$ cat src/rtl/serial_add_ctrl_pkg.sv
// Shared definitions for the bit-serial adder controller.
//   state_e : FSM state encoding (IDLE=0, RUN=1, DONE=2). The operand width
//             is a parameter of the controller and is not defined here.
package serial_add_pkg;

  typedef enum logic [1:0] {
    IDLE = 2'd0,
    RUN  = 2'd1,
    DONE = 2'd2
  } state_e;

endpackage : serial_add_pkg

$ cat src/rtl/serial_add_ctrl_full_adder.sv
// Single-bit full adder. This is the only arithmetic element of the
// serial adder.
//   a, b : addend bits
//   c    : carry in
//   sum  : sum bit
//   ca   : carry out
module full_adder (
  input  logic a,
  input  logic b,
  input  logic c,
  output logic sum,
  output logic ca
);

  assign sum = a ^ b ^ c;
  assign ca  = (a & b) | (c & (a ^ b));

endmodule : full_adder

$ cat src/rtl/serial_add_ctrl.sv
// Bit-serial adder controller. Captures A, B and carry-in on an input
// handshake, adds one bit per cycle LSB first through one full_adder,
// then presents the result until the consumer takes it.
//   clk, rst_n          : clock, asynchronous active-low reset
//   in_valid / in_ready : operand handshake (op_a, op_b, cin)
//   out_valid/out_ready : result handshake (sum, cout)
//   busy                : high while an operation is in RUN or DONE
module serial_add_ctrl
  import serial_add_pkg::*;
#(
  parameter int WIDTH = 8
) (
  input  logic             clk,
  input  logic             rst_n,
  input  logic             in_valid,
  output logic             in_ready,
  input  logic [WIDTH-1:0] op_a,
  input  logic [WIDTH-1:0] op_b,
  input  logic             cin,
  output logic             out_valid,
  input  logic             out_ready,
  output logic [WIDTH-1:0] sum,
  output logic             cout,
  output logic             busy
);

  localparam int CNT_W = (WIDTH > 1) ? $clog2(WIDTH) : 1;
  localparam logic [CNT_W-1:0] CNT_LAST = CNT_W'(WIDTH - 1);
  localparam logic [CNT_W-1:0] CNT_ONE  = CNT_W'(1);

  state_e           r_state;
  state_e           w_state_nxt;
  logic             w_accept;
  logic             w_step;
  logic             w_last;

  logic [WIDTH-1:0] r_a;
  logic [WIDTH-1:0] r_b;
  logic [WIDTH-1:0] r_res;
  logic             r_carry;
  logic [CNT_W-1:0] r_cnt;

  logic             w_fa_sum;
  logic             w_fa_ca;
  logic [WIDTH-1:0] w_res_nxt;

  full_adder u_fa (
    .a   (r_a[0]),
    .b   (r_b[0]),
    .c   (r_carry),
    .sum (w_fa_sum),
    .ca  (w_fa_ca)
  );

  assign w_last = (r_cnt == CNT_LAST);

  // Result shifts right; the new sum bit enters at the MSB so that after
  // WIDTH steps bit 0 holds the first (LSB) sum bit.
  always_comb begin
    w_res_nxt            = r_res >> 1;
    w_res_nxt[WIDTH-1]   = w_fa_sum;
  end

  // State register.
  always_ff @(posedge clk or negedge rst_n) begin
    if (!rst_n) begin
      r_state <= IDLE;
    end else begin
      r_state <= w_state_nxt;
    end
  end

  // Next-state logic and handshake/status decode from the state register.
  always_comb begin
    w_state_nxt = r_state;
    w_accept    = 1'b0;
    w_step      = 1'b0;
    in_ready    = 1'b0;
    out_valid   = 1'b0;
    busy        = 1'b0;
    case (r_state)
      IDLE: begin
        in_ready = 1'b1;
        if (in_valid) begin
          w_accept    = 1'b1;
          w_state_nxt = RUN;
        end else begin
          w_state_nxt = IDLE;
        end
      end
      RUN: begin
        busy   = 1'b1;
        w_step = 1'b1;
        if (w_last) begin
          w_state_nxt = DONE;
        end else begin
          w_state_nxt = RUN;
        end
      end
      DONE: begin
        busy      = 1'b1;
        out_valid = 1'b1;
        if (out_ready) begin
          w_state_nxt = IDLE;
        end else begin
          w_state_nxt = DONE;
        end
      end
      default: begin
        w_state_nxt = IDLE;
      end
    endcase
  end

  // Operand, result, carry and bit-counter datapath.
  always_ff @(posedge clk or negedge rst_n) begin
    if (!rst_n) begin
      r_a     <= {WIDTH{1'b0}};
      r_b     <= {WIDTH{1'b0}};
      r_res   <= {WIDTH{1'b0}};
      r_carry <= 1'b0;
      r_cnt   <= {CNT_W{1'b0}};
    end else if (w_accept) begin
      r_a     <= op_a;
      r_b     <= op_b;
      r_carry <= cin;
      r_cnt   <= {CNT_W{1'b0}};
    end else if (w_step) begin
      r_a     <= r_a >> 1;
      r_b     <= r_b >> 1;
      r_res   <= w_res_nxt;
      r_carry <= w_fa_ca;
      // Hold on the last step so the counter never passes WIDTH-1,
      // even when WIDTH is not a power of two.
      r_cnt   <= w_last ? r_cnt : (r_cnt + CNT_ONE);
    end else begin
      r_a     <= r_a;
      r_b     <= r_b;
      r_res   <= r_res;
      r_carry <= r_carry;
      r_cnt   <= r_cnt;
    end
  end

  // The carry flop holds the final carry-out once RUN completes.
  assign sum  = r_res;
  assign cout = r_carry;

endmodule : serial_add_ctrl

$ cat config.mk
export PLATFORM = sky130hd
export DESIGN_NAME = serial_add_ctrl
export DESIGN_NICKNAME = d
export VERILOG_FILES = /design/src/rtl/serial_add_ctrl_pkg.sv /design/src/rtl/serial_add_ctrl_full_adder.sv /design/src/rtl/serial_add_ctrl.sv
export SDC_FILE = /design/constraint.sdc
export NUM_CORES = 1
export LEC_CHECK = 0
export BUFFER_PORTS_ARGS = -buffer_cell sky130_fd_sc_hd__buf_2
export CORE_ASPECT_RATIO = 2
export CORE_UTILIZATION = 50
export CTS_BUF_LIST = sky130_fd_sc_hd__clkbuf_8
export DETAILED_ROUTE_END_ITERATION = 16
export PLACE_DENSITY = 0.72
export SLEW_MARGIN = 20
export SYNTH_ARGS = -nofsm -noshare
export SYNTH_HDL_FRONTEND = slang
export SYNTH_SLANG_ARGS = --single-unit
$ cat constraint.sdc
create_clock -name clk -period 3.8 [get_ports clk]
set_input_delay 0.95 -clock clk [delete_from_list [all_inputs] [get_ports clk]]
set_output_delay 0.95 -clock clk [all_outputs]
set_load 0.01 [all_outputs]
==> metrics.log, run 1 <==
[metrics] class of the most critical hold timing path: reg2reg
[metrics] overflow left after global routing: 0
[metrics] register bit count reported by yosys: 30
[metrics] CP startpoint kind: register
[metrics] total negative setup slack: 0 ns
[metrics] number of sinks on the clock net: 30
[metrics] Total Routing Usage GR: a little under a fifth
[metrics] time the final worst path needs with I/O delays and setup: 2.09 ns
[metrics] WP data arrival: 1.14 ns
[metrics] Switch Pwr: 0.511 mW
[metrics] area of all placed cells without fillers: 1700 um^2
[metrics] Clk Tree Root Cell: clkbuf_8
[metrics] buffer depth of the longest clock path: 2
[metrics] main combinational cell family by area after synthesis: multiplexers
[metrics] row count: 27
[metrics] overall routed net length: between 2 and 2.5 mm
[metrics] Chip Height: approximately 80 um
[metrics] share of the synthesized area in compound gates (AO/OA/AOI/OAI): between 10% and 20%
[metrics] final worst-path cycle share: a little over half
[metrics] PostCTS Resize Cnt: 0
[metrics] R2R Path End: r_cnt[2]
[metrics] register share of total power: slightly below 40%
[metrics] critical setup path kind: reg2out
[metrics] setup slack of the most critical reg-to-reg path: 2.17 ns
[metrics] final setup vio count: 0
[metrics] Hold Path End: sum[0]
[metrics] Post-CTS Setup Repair Bufs: 0
[metrics] fraction of synthesized area in multiplexers: 18.2%
[metrics] WL/cell: around 13 um
[metrics] Synthesis Warnings: 0
[metrics] source of the worst hold timing path: sum[0]
[metrics] CP cell instances: inv_1 -> ha_1 -> buf_2
[metrics] Post-Syn Area per Cell: approximately 13 um^2
[metrics] post-route ant nets: 0
[metrics] fraction of power spent switching nets: a little over a third
[metrics] max_cap viols: 0
[metrics] Post-Synthesis Net Count: 146
[metrics] non-filler instance count after layout: around 180
[metrics] hold-fix buffers at CTS: 0
[metrics] post-synthesis simple-gate area fraction: approximately 7.7%
[metrics] peak ir drop on the vdd network: a little under 0.6 mV
[metrics] router iterations before antenna repair: 2
[metrics] register clock-pin slew on the reported worst setup and hold paths: 0.06 ns
[metrics] Internal Pwr Total: 0.925 mW
[metrics] element type at the critical path end: primary output
[metrics] data required time at the worst endpoint: 2.85 ns
[metrics] fraction of final layout cells sized beyond drive strength 1: between 40% and 50%
[metrics] initial antenna violation count: 0
[metrics] die outline width: ~41 um
[metrics] post-place instance area: around 1600 um^2
[metrics] top-level port count: 33
[metrics] post-detailed-placement half-perimeter wirelength: approximately 1.7 mm
[metrics] routed vias/inst: roughly 5.2
[metrics] Port Buffer Count: 32
[metrics] standard cell with the maximum stage delay on the critical path: dfrtp_1
[metrics] Antenna Diode Count: 0
[metrics] floorplan die area: ~3300 um^2
[metrics] number of cells on the worst reg-to-reg path: 6
[metrics] run status: finished, final reports clean
[metrics] XOR/XNOR share of the synthesized area: 0.579%
[metrics] unrepaired setup endpoints after global routing: false
[metrics] slew of the pin with the lowest slew margin: approximately 0.68 ns
[metrics] synthesized instance count: between 100 and 150
[metrics] cell total after placement: 173
[metrics] last weighted congestion value of the routability-driven placer: approximately 0.65
[metrics] relative slew slack: 55.0%
[metrics] count of different cell masters after synthesis: 18
[metrics] later-pin clock latency in the skew report: approximately 0.28 ns
[metrics] Filler Cells Inserted: between 200 and 250
[metrics] clock network fraction of design power: 17.9%
[metrics] synthesized cell area: 1510 um^2
[metrics] initial cell density of the core: between 50 and 60%
[metrics] worst clock skew: roughly 0.010 ns
[metrics] Final Slew Violations: 0
[metrics] total DRC errors in the routed layout: 0
[metrics] area delta synth->final: 12.7%
[metrics] TritonCTS buffer count: 5
[metrics] total count of hold-check failures in the final report: 0
[metrics] pre-CTS setup slack: 2.00 ns
[metrics] total core area: between 2000 and 3000 um^2
[metrics] start of the worst register-to-register path: r_state[1]
[metrics] stage delay of the slowest cell on the critical path: between 0.3 and 0.4 ns
[metrics] count of vias placed by the detailed router: between 900 and 1000
[metrics] post-synthesis sequential area ratio: about half
[metrics] combinational fraction of design power: 43.3%
[metrics] Post-Synth Adder-Cell Area: roughly 6.3%
[metrics] number of global-route vias before repair: approximately 960
[metrics] PwrDens: ~840 nW/um^2
[metrics] H-tree levels: 2
[metrics] First DRT Iteration DRCs: 5
[metrics] leakage power total: 0.890 nW
[metrics] pin count of the biggest net entering global routing: 38
[metrics] depth of the worst hold-timing path: 1
[metrics] clock tree from TritonCTS: built
[metrics] global-route wire length before repair: roughly 4.1 mm
[metrics] highest clock frequency the design can meet: 0.479 GHz
[metrics] maximum fanout along the worst path: 3
[metrics] final layout net count: around 180
[metrics] Final Worst Setup Slack: roughly 1.7 ns
-- power by group through the flow --
stage / logic (mW) / registers [mW] / clock network, mW
3_3_place_gp: 0.604 / 0.551 / 0
5_1_grt: 0.699 / 0.580 / 0.277
4_1_cts: 0.633 / 0.560 / 0.265
2_1_floorplan: 0.548 / 0.565 / 0
3_5_place_dp: 0.631 / 0.565 / 0
6_report: 0.622 / 0.556 / 0.257
-- Yosys cell counts (all sizes together) --
library cell / instances / area [um^2]
dfrtp: 30 / 751
xor2: 1 / 8.76
mux2i: 17 / 170
buf: 7 / 104
a21oi: 2 / 10.0
inv: 2 / 7.51
fa: 1 / 20.0
o21ai: 17 / 145
nand2b: 4 / 25.0
nor2: 3 / 11.3
nand2: 19 / 71.3
ha: 6 / 75.1
mux2: 8 / 105
and2: 1 / 8.76
-- layout by cell type, fill, tap and decap left out, types with 2 or more instances in the layout --
master	n
nor2_1	3
nand2_1	19
clkbuf_8	6
nand2b_1	4
mux2_4	4
ha_1	6
buf_2	32
a21oi_1	2
mux2_2	4
o21ai_2	16
mux2i_1	17
dfrtp_1	30
inv_1	3
-- layer usage --
layer | GRT usage (%) | vias to the layer above | share of wire [%]
li1 | - | 469 | -
met1 | 19.8 | 448 | 39
met2 | 29.2 | 20 | 54
met3 | 6.69 | 5 | 4.5
met4 | 9.00 | 0 | 2.4
met5 | 0 | - | 0
-- worst max path at each step --
stage,slack [ns],startpoint,cells after the start,to
floorplan,2.12,r_state[0],2,busy
global placement,2.03,r_state[0],3,busy
detailed placement,2.00,r_state[0],3,busy
CTS,1.70,r_state[0],3,busy
global route,1.66,r_state[0],3,busy
finish,1.71,r_state[0],3,busy
-- stage by stage --
step,hold WS [ns],power (mW),utilization (%)
floorplan,0.493,1.11,-
global placement,0.486,1.16,57.5
detailed placement,0.496,1.20,57.5
CTS,0.510,1.46,60.8
global route,0.539,1.56,60.8
finish,0.505,1.44,60.8
-- flip-flops by register name, summed over array words and instances (netlist names) --
name / count
cout: 1
sum: 8
r_a: 8
r_b: 8
r_cnt: 3
r_state: 2
-- worst max-delay path, delay by kind of cell, from the launching register on --
kind / cells / cell delay [ns]
flip-flops: 1 / 0.37
adder cells (fa/ha/maj): 1 / 0.28
buffers and inverters: 2 / 0.21
-- cell type report --
class	instances	area (um^2)	area share, %
Timing Repair Buffer	33	168	9.84
Clock inverter	2	8.76	0.514
Clock buffer	6	82.6	4.85
Sequential cell	30	751	44.1
Tap cell	29	36.3	2.13
Inverter	2	7.51	0.441
Multi-Input combinational cell	79	651	38.2
-- cells by family (layout without fill, tap and decap cells) --
kind of cell | count (synthesis) | after routing
compound gates | 19 | 19
fa+ha+maj | 7 | 7
mux | 25 | 25
flops | 30 | 30
xor+xnor | 1 | 1
simple gates | 27 | 27
buf+inv | 9 | 43
Note: power is estimated with default switching activity, not from simulation.
==> inputs of run 2 (changes only) <==
- PLACE_DENSITY: 0.72 -> 0.75
- clock period: 3.8 -> 1.9 ns (I/O delays scaled with it)
==> run 2 against run 1 <==
Against the previous run: sequential power is 100% higher; worst setup slack worse by 1.4 ns; global-route usage is 1.9 points lower; final area is 0.15% lower; final cell count is 0.55% lower; clock skew is 0.0043 ns lower; critical path depth stayed put; clock power is 75% higher; register-to-register slack worse by 1.7 ns; combinational power is 110% higher; die area stayed put; sequential share of layout area is 0.065 points higher; critical path type unchanged; largest cell class unchanged.
==> metrics.log, run 2 (synthesis results as in run 1) <==
[metrics] cell total after placement: 173 (unchanged)
[metrics] Internal Pwr Total: 1.83 mW (+98%)
[metrics] maximum fanout along the worst path: 3 (unchanged)
[metrics] area taken by flip-flops and latches: 751 um^2 (unchanged)
[metrics] initial cell density of the core: 53.9% (unchanged)
[metrics] routed vias/inst: 5.20 (about the same)
[metrics] initial antenna violation count: 0 (unchanged)
[metrics] WP data arrival: 1.13 ns (about the same)
[metrics] top-level port count: 33 (unchanged)
[metrics] Clk Tree Root Cell: clkbuf_8
[metrics] PwrDens: 1670 nW/um^2 (+98%)
[metrics] element type at the critical path end: primary output
[metrics] overall routed net length: 2.28 mm (-6.1%)
[metrics] count of vias placed by the detailed router: 936 (-0.64%)
[metrics] First DRT Iteration DRCs: 14 (+9)
[metrics] slew of the pin with the lowest slew margin: 0.631 ns (-0.0441 ns)
[metrics] max_cap viols: 0 (unchanged)
[metrics] leakage power total: 0.889 nW (about the same)
[metrics] Switch Pwr: 1.00 mW (+97%)
[metrics] total count of hold-check failures in the final report: 0 (unchanged)
[metrics] H-tree levels: 2 (unchanged)
[metrics] peak ir drop on the vdd network: 0.826 mV (+39%)
[metrics] GRT met1 Usage: 16.9% (-2.9 points)
[metrics] last weighted congestion value of the routability-driven placer: 0.646 (-0.75%)
[metrics] data required time at the worst endpoint: 1.42 ns (-1.43 ns)
[metrics] global routing met2 resource utilization: 25.9% (-3.3 points)
[metrics] final setup vio count: 0 (unchanged)
[metrics] Antenna Diode Count: 0 (unchanged)
[metrics] router iterations before antenna repair: 4 (+2)
[metrics] Final Slew Violations: 0 (unchanged)
[metrics] non-filler instance count after layout: 180 (-0.55%)
[metrics] number of sinks on the clock net: 30 (unchanged)
[metrics] post-place instance area: 1630 um^2 (+0.78%)
[metrics] class of the most critical hold timing path: in2async
[metrics] routing layer with the top usage in global route: met2
[metrics] floorplan die area: 3260 um^2 (unchanged)
[metrics] time the final worst path needs with I/O delays and setup: approximately 1.6 ns
[metrics] post-route ant nets: 0 (unchanged)
[metrics] multi-input combinational cell area: 651 um^2 (unchanged)
[metrics] worst clock skew: 0.00573 ns (-0.00431 ns)
[metrics] top library cells by usage in the layout, fill and taps aside: 32 x buf_2, 30 x dfrtp_1, 19 x nand2_1
[metrics] Final Worst Setup Slack: 0.294 ns (-1.42 ns)
[metrics] pin count of the biggest net entering global routing: 38 (unchanged)
[metrics] run status: finished, final reports clean
[metrics] timing startpoint of the critical path: r_state[0]
[metrics] final cell utilization of the core: 60.7% (-0.089 points)
[metrics] total DRC errors in the routed layout: 0 (unchanged)
[metrics] Filler Cells Inserted: 245 (+2.9%)
[metrics] row count: 27 (unchanged)
[metrics] overflow left after global routing: 0 (unchanged)
[metrics] highest clock frequency the design can meet: around 0.62 GHz
[metrics] start of the worst register-to-register path: r_state[1]
[metrics] clock tree from TritonCTS: built
[metrics] Port Buffer Count: 32 (unchanged)
[metrics] number of cells on the worst reg-to-reg path: 6 (unchanged)
[metrics] number of global-route vias before repair: 875 (-8.6%)
[metrics] total core area: 2800 um^2 (unchanged)
[metrics] WHS: 0.208 ns (-0.297 ns)
[metrics] clock network fraction of design power: 15.8% (-2.1 points)
[metrics] most common cell after layout, fill and taps aside: buf_2
[metrics] total negative setup slack: 0 ns (unchanged)
[metrics] global-route wire length before repair: 3.55 mm (-12%)
[metrics] fraction of final layout cells sized beyond drive strength 1: 41.7% (-1.0 points)
[metrics] area delta synth->final: 12.5%
[metrics] Total Routing Usage GR: 16.4% (-1.9 points)
[metrics] combinational fraction of design power: 45.1% (+1.8 points)
[metrics] GRT met3 Usage: 6.69% (unchanged)
[metrics] pre-CTS setup slack: 0.445 ns (-1.56 ns)
[metrics] buffer depth of the longest clock path: 2 (unchanged)
[metrics] hold-fix buffers at CTS: 0 (unchanged)
[metrics] critical setup path kind: reg2out
[metrics] relative slew slack: 57.9% (+2.9 points)
[metrics] post-detailed-placement half-perimeter wirelength: 1.68 mm (-3.3%)
[metrics] register share of total power: 39.1% (+0.4 points)
[metrics] fraction of power spent switching nets: 35.4% (-0.14 points)
[metrics] final layout net count: 179 (unchanged)
[metrics] Power, Total: 2.84 mW (+98%)
[metrics] die outline width: 40.9 um (unchanged)
[metrics] area of all placed cells without fillers: 1700 um^2 (-0.15%)
[metrics] unrepaired setup endpoints after global routing: false
[metrics] TritonCTS buffer count: 5 (unchanged)
[metrics] register clock-pin slew on the reported worst setup and hold paths: 0.06 ns (about the same)
[metrics] CP startpoint kind: register
[metrics] Post-CTS Setup Repair Bufs: 0 (unchanged)
[metrics] PostCTS Resize Cnt: 0 (unchanged)
[metrics] later-pin clock latency in the skew report: 0.28 ns (about the same)
[metrics] Chip Height: 79.8 um (unchanged)
[metrics] WL/cell: 12.6 um (-5.6%)
[metrics] final worst-path cycle share: between 80% and 90%
run 2: final timing paths:
check / endpoint / slack [ns]
min: r_a[3] / 0.21
min in group clk: r_a[4] / 0.40
max in group asynchronous: r_cnt[0] / 1.27
max reg2reg: r_cnt[2] / 0.46
min reg2reg: sum[0] / 0.51
max: busy / 0.29
run 2: area by class of cell:
| type | instances | area share, % |
|---|---|---|
| clock buffers | 5 | 4.04 |
| clock inverters | 2 | 0.441 |
| inverters | 2 | 0.441 |
| multi-input cells | 79 | 38.2 |
| flip-flops and latches | 30 | 44.1 |
| well taps | 29 | 2.13 |
| repair buffers | 33 | 10.6 |
run 2: routing by layer:
layer | part of all wire [%] | wire length, um
met5 | 0 | 0
met3 | 4.7 | 106
met1 | 39 | 884
met2 | 54 | 1230
met4 | 2.4 | 55
run 2: power by group through the flow:
| stage | sequential, mW | clock [mW] | combinational, mW |
|---|---|---|---|
| floorplan | 1.13 | 0 | 1.10 |
| global route | 1.15 | 0.489 | 1.43 |
| CTS | 1.12 | 0.469 | 1.30 |
| finish | 1.11 | 0.449 | 1.28 |
| detailed placement | 1.13 | 0 | 1.30 |
| global placement | 1.10 | 0 | 1.25 |
run 2: critical path: stages (launching register included):
cell and delay, ns:
dfrtp_1 0.37, inv_1 0.07, ha_1 0.28, buf_2 0.14
==> inputs of run 3 (changes only) <==
- ABC_AREA: default -> 1
- clock period: 1.9 -> 1.4 ns (I/O delays scaled with it)
==> run 3 against run 2 <==
Against the previous run: the flow now finishes with violations (setup timing); final area grew 18%; die area rose by 8.0%; sequential power increased by 37%; area after synthesis is 8.4% higher; count of clock-buffer cells in the layout grew 1; final cell count up 53%; first-iteration DRC count grew 110%; flip-flop and latch count did not move; clock skew up 0.00076 ns; worst setup slack worse by 0.36 ns; via count increased by 46%; sequential share of layout area fell by 6.6 points.
==> metrics.log, run 3 <==
[metrics] H-tree levels: 2 (unchanged)
[metrics] overflow left after global routing: 0 (unchanged)
[metrics] post-route ant nets: 0 (unchanged)
[metrics] router iterations before antenna repair: 6 (+2)
[metrics] clock tree from TritonCTS: built
[metrics] final layout net count: 272 (+52%)
[metrics] Post-Synth Adder-Cell Area: 5.80% (-0.48 points)
[metrics] post-place instance area: 1760 um^2 (+8.3%)
[metrics] number of cells on the worst reg-to-reg path: 7 (+1)
[metrics] cell total after placement: 263 (+52%)
[metrics] clock network fraction of design power: 23.6% (+7.8 points)
[metrics] buffer depth of the longest clock path: 2 (unchanged)
[metrics] area of all placed cells without fillers: 2000 um^2 (+18%)
[metrics] count of vias placed by the detailed router: 1366 (+46%)
[metrics] number of sinks on the clock net: 30 (unchanged)
[metrics] GRT met1 Usage: 24.8% (+7.9 points)
[metrics] share of the synthesized area in compound gates (AO/OA/AOI/OAI): 1.45% (-8.8 points)
[metrics] Total Routing Usage GR: 21.2% (+4.9 points)
[metrics] Clk Tree Root Cell: clkbuf_8
[metrics] fraction of power spent switching nets: 37.8% (+2.4 points)
[metrics] depth of the worst hold-timing path: 3
[metrics] time the final worst path needs with I/O delays and setup: between 1 and 1.5 ns
[metrics] top-level port count: 33 (unchanged)
[metrics] setup slack of the most critical reg-to-reg path: 0.06 ns (-0.40 ns)
[metrics] overall routed net length: 3.33 mm (+46%)
[metrics] post-detailed-placement half-perimeter wirelength: 2.17 mm (+29%)
[metrics] global-route wire length before repair: 5.71 mm (+61%)
[metrics] floorplan die area: 3520 um^2 (+8.0%)
[metrics] Synthesis Warnings: 0 (unchanged)
[metrics] routed vias/inst: 4.95 (-4.8%)
[metrics] most common cell in the netlist: nand2_1
[metrics] total count of hold-check failures in the final report: 0 (unchanged)
[metrics] fraction of synthesized area in multiplexers: 0% (-18 points)
[metrics] total core area: 3160 um^2 (+13%)
[metrics] element type at the critical path end: primary output
[metrics] number of global-route vias before repair: 1311 (+50%)
[metrics] peak ir drop on the vdd network: 1.18 mV (+43%)
[metrics] final worst-path cycle share: 105%
[metrics] count of flip-flops with a built-in enable after synthesis: 0 (unchanged)
[metrics] pre-CTS setup slack: 0.0520 ns (-0.393 ns)
[metrics] post-synthesis sequential area ratio: 45.8% (-3.8 points)
[metrics] pin count of the biggest net entering global routing: 41 (+7.9%)
[metrics] XOR/XNOR share of the synthesized area: 0% (-0.58 points)
[metrics] register share of total power: 32.7% (-6.4 points)
[metrics] GRT met3 Usage: 4.13% (-2.6 points)
[metrics] Antenna Diode Count: 0 (unchanged)
[metrics] maximum fanout along the worst path: 3 (unchanged)
[metrics] total DRC errors in the routed layout: 0 (unchanged)
[metrics] CP startpoint kind: register
[metrics] data required time at the worst endpoint: 1.05 ns (-0.37 ns)
[metrics] PwrDens: 2320 nW/um^2 (+39%)
[metrics] critical setup path kind: reg2out
[metrics] count of different cell masters after synthesis: 17 (-1)
[metrics] main flop type after synthesis: dfrtp_1
[metrics] initial antenna violation count: 0 (unchanged)
[metrics] run status: complete, but fails checks
[metrics] R2R Path End: sum[1]
[metrics] main combinational cell family by area after synthesis: simple AND/OR/NAND/NOR gates
[metrics] Hold Path End: r_b[7]
[metrics] TritonCTS buffer count: 5 (unchanged)
[metrics] ranking of synthesized cells by instance count: 89 x nand2_1, 38 x nand3_1, 30 x dfrtp_1, 21 x inv_1, 10 x buf_6
[metrics] Internal Pwr Total: 2.88 mW (+57%)
[metrics] area delta synth->final: 22.1%
[metrics] WL/cell: 12.0 um (-4.7%)
[metrics] violated checks: setup timing
[metrics] highest clock frequency the design can meet: just under 0.7 GHz
[metrics] synthesized instance count: 207 (+75%)
[metrics] Chip Height: 83.0 um (+4.0%)
[metrics] initial cell density of the core: 51.9% (-2.0 points)
[metrics] last weighted congestion value of the routability-driven placer: 0.730 (+13%)
[metrics] row count: 29 (+7.4%)
[metrics] class of the most critical hold timing path: in2reg
[metrics] Final Slew Violations: 0 (unchanged)
[metrics] start of the worst register-to-register path: r_state[1]
[metrics] worst clock skew: 0.00649 ns (+0.000764 ns)
[metrics] non-filler instance count after layout: 276 (+53%)
[metrics] register bit count reported by yosys: 30 (unchanged)
[metrics] unrepaired setup endpoints after global routing: true
[metrics] Final Worst Setup Slack: -0.0698 ns (-0.363 ns)
[metrics] FFs w/ async S/R, synth: 100% (unchanged)
[metrics] WHS: 0.265 ns (+0.0572 ns)
[metrics] WP data arrival: 1.12 ns (about the same)
[metrics] top cells by area, synth: dfrtp_1 46%, nand2_1 20%, nand3_1 12%
[metrics] fraction of final layout cells sized beyond drive strength 1: 24.9% (-17 points)
[metrics] largest area contributor in the synthesized netlist: dfrtp_1
[metrics] Post-Synthesis Net Count: 235 (+61%)
[metrics] register clock-pin slew on the reported worst setup and hold paths: 0.07 ns (about the same)
[metrics] top library cells by usage in the layout, fill and taps aside: 89 x nand2_1, 38 x nand3_1, 30 x dfrtp_1, 30 x buf_2, 19 x inv_1
[metrics] routing layer with the top usage in global route: met2
[metrics] relative slew slack: 74.2% (+16 points)
[metrics] slew of the pin with the lowest slew margin: 0.387 ns (-0.245 ns)
[metrics] final setup vio count: 2 (+2)
[metrics] synthesized cell area: 1640 um^2 (+8.4%)
[metrics] combinational fraction of design power: 43.7% (-1.4 points)
[metrics] die outline width: 42.5 um (+3.9%)
[metrics] Post-Syn Area per Cell: 7.92 um^2 (-38%)
[metrics] Power, Total: 4.64 mW (+64%)
[metrics] max_cap viols: 0 (unchanged)
[metrics] Switch Pwr: 1.76 mW (+75%)
[metrics] most common cell after layout, fill and taps aside: nand2_1
[metrics] source of the worst hold timing path: op_b[7]
[metrics] later-pin clock latency in the skew report: 0.28 ns (about the same)
[metrics] global routing met2 resource utilization: 34.3% (+8.3 points)
[metrics] post-synthesis simple-gate area fraction: 33.3% (+26 points)
[metrics] leakage power total: 1.18 nW (+33%)
[metrics] Port Buffer Count: 32 (unchanged)
[metrics] fraction of synthesized cell area taken by the top area cell type: 45.8% (-3.8 points)
[metrics] First DRT Iteration DRCs: 30 (+16)
[run 3: cell types whose count changed in the layout (fill, tap and decap cells not counted), moves of 4 or more]
cell | before | now
nand2_1 | 19 | 89
buf_4 | 0 | 7
nand3_1 | 0 | 38
mux2_4 | 4 | 0
inv_1 | 4 | 19
mux2i_1 | 17 | 0
nand2b_1 | 4 | 0
o21ai_2 | 16 | 0
mux2_2 | 4 | 0
[run 3: per-layer routing]
layer / vias to the layer above / routed length (um)
li1: 707 / -
met1: 610 / 1360
met2: 39 / 1730
met3: 10 / 120
met4: 0 / 112
met5: - / 0
[run 3: power by group through the flow]
stage	sequential [mW]	clock, mW	combinational, mW
final	1.52	1.09	2.03
after global routing	1.56	1.16	2.30
after CTS	1.52	1.12	1.97
after detailed placement	1.53	0	1.82
after global placement	1.52	0	1.77
after floorplan	1.54	0	1.46
[run 3: what timing repair did]
item,4_1_cts,5_1_grt
endpoints found under the setup margin,3,27
endpoints found under the hold margin,12,0
hold buffers,1,0
resized for setup,7,7
buffers inserted,3,1
pin swaps,0,0
[run 3: logic make-up after synthesis]
kind of cell | Yosys count
simple gates | 130
buf+inv | 36
flops | 30
fa+ha+maj | 7
compound gates | 4
[run 3: through the flow]
step           utilization, %  TNS [ns]
2_1_floorplan               -         0
3_3_place_gp             55.8         0
3_5_place_dp             55.8         0
4_1_cts                  62.2   -0.0694
5_1_grt                  63.4    -0.241
6_report                 63.4   -0.0943
[run 3: area by class of cell]
cell class	instances	area, um^2
clock inverter	2	60.1
inverter	23	88.8
timing repair buffer	43	282
tap	31	38.8
sequential	30	751
clock buffer	6	82.6
multi-input combinational	141	699
fill	288	1150
[run 3: worst max path at each step]
stage | startpoint | endpoint | slack, ns | cells after the start
floorplan | r_state[0] | cout | 0.12 | 7
global placement | r_state[0] | r_a[4] | 0.09 | 6
detailed placement | r_state[0] | r_a[6] | 0.05 | 6
CTS | r_state[1] | busy | -0.04 | 3
global route | r_state[1] | busy | -0.10 | 3
finish | r_state[1] | busy | -0.07 | 3
[run 3: worst max-delay path: stages, from the launching register on]
cell,delay (ns)
dfrtp_1,0.40
inv_2,0.07
ha_4,0.27
buf_6,0.09
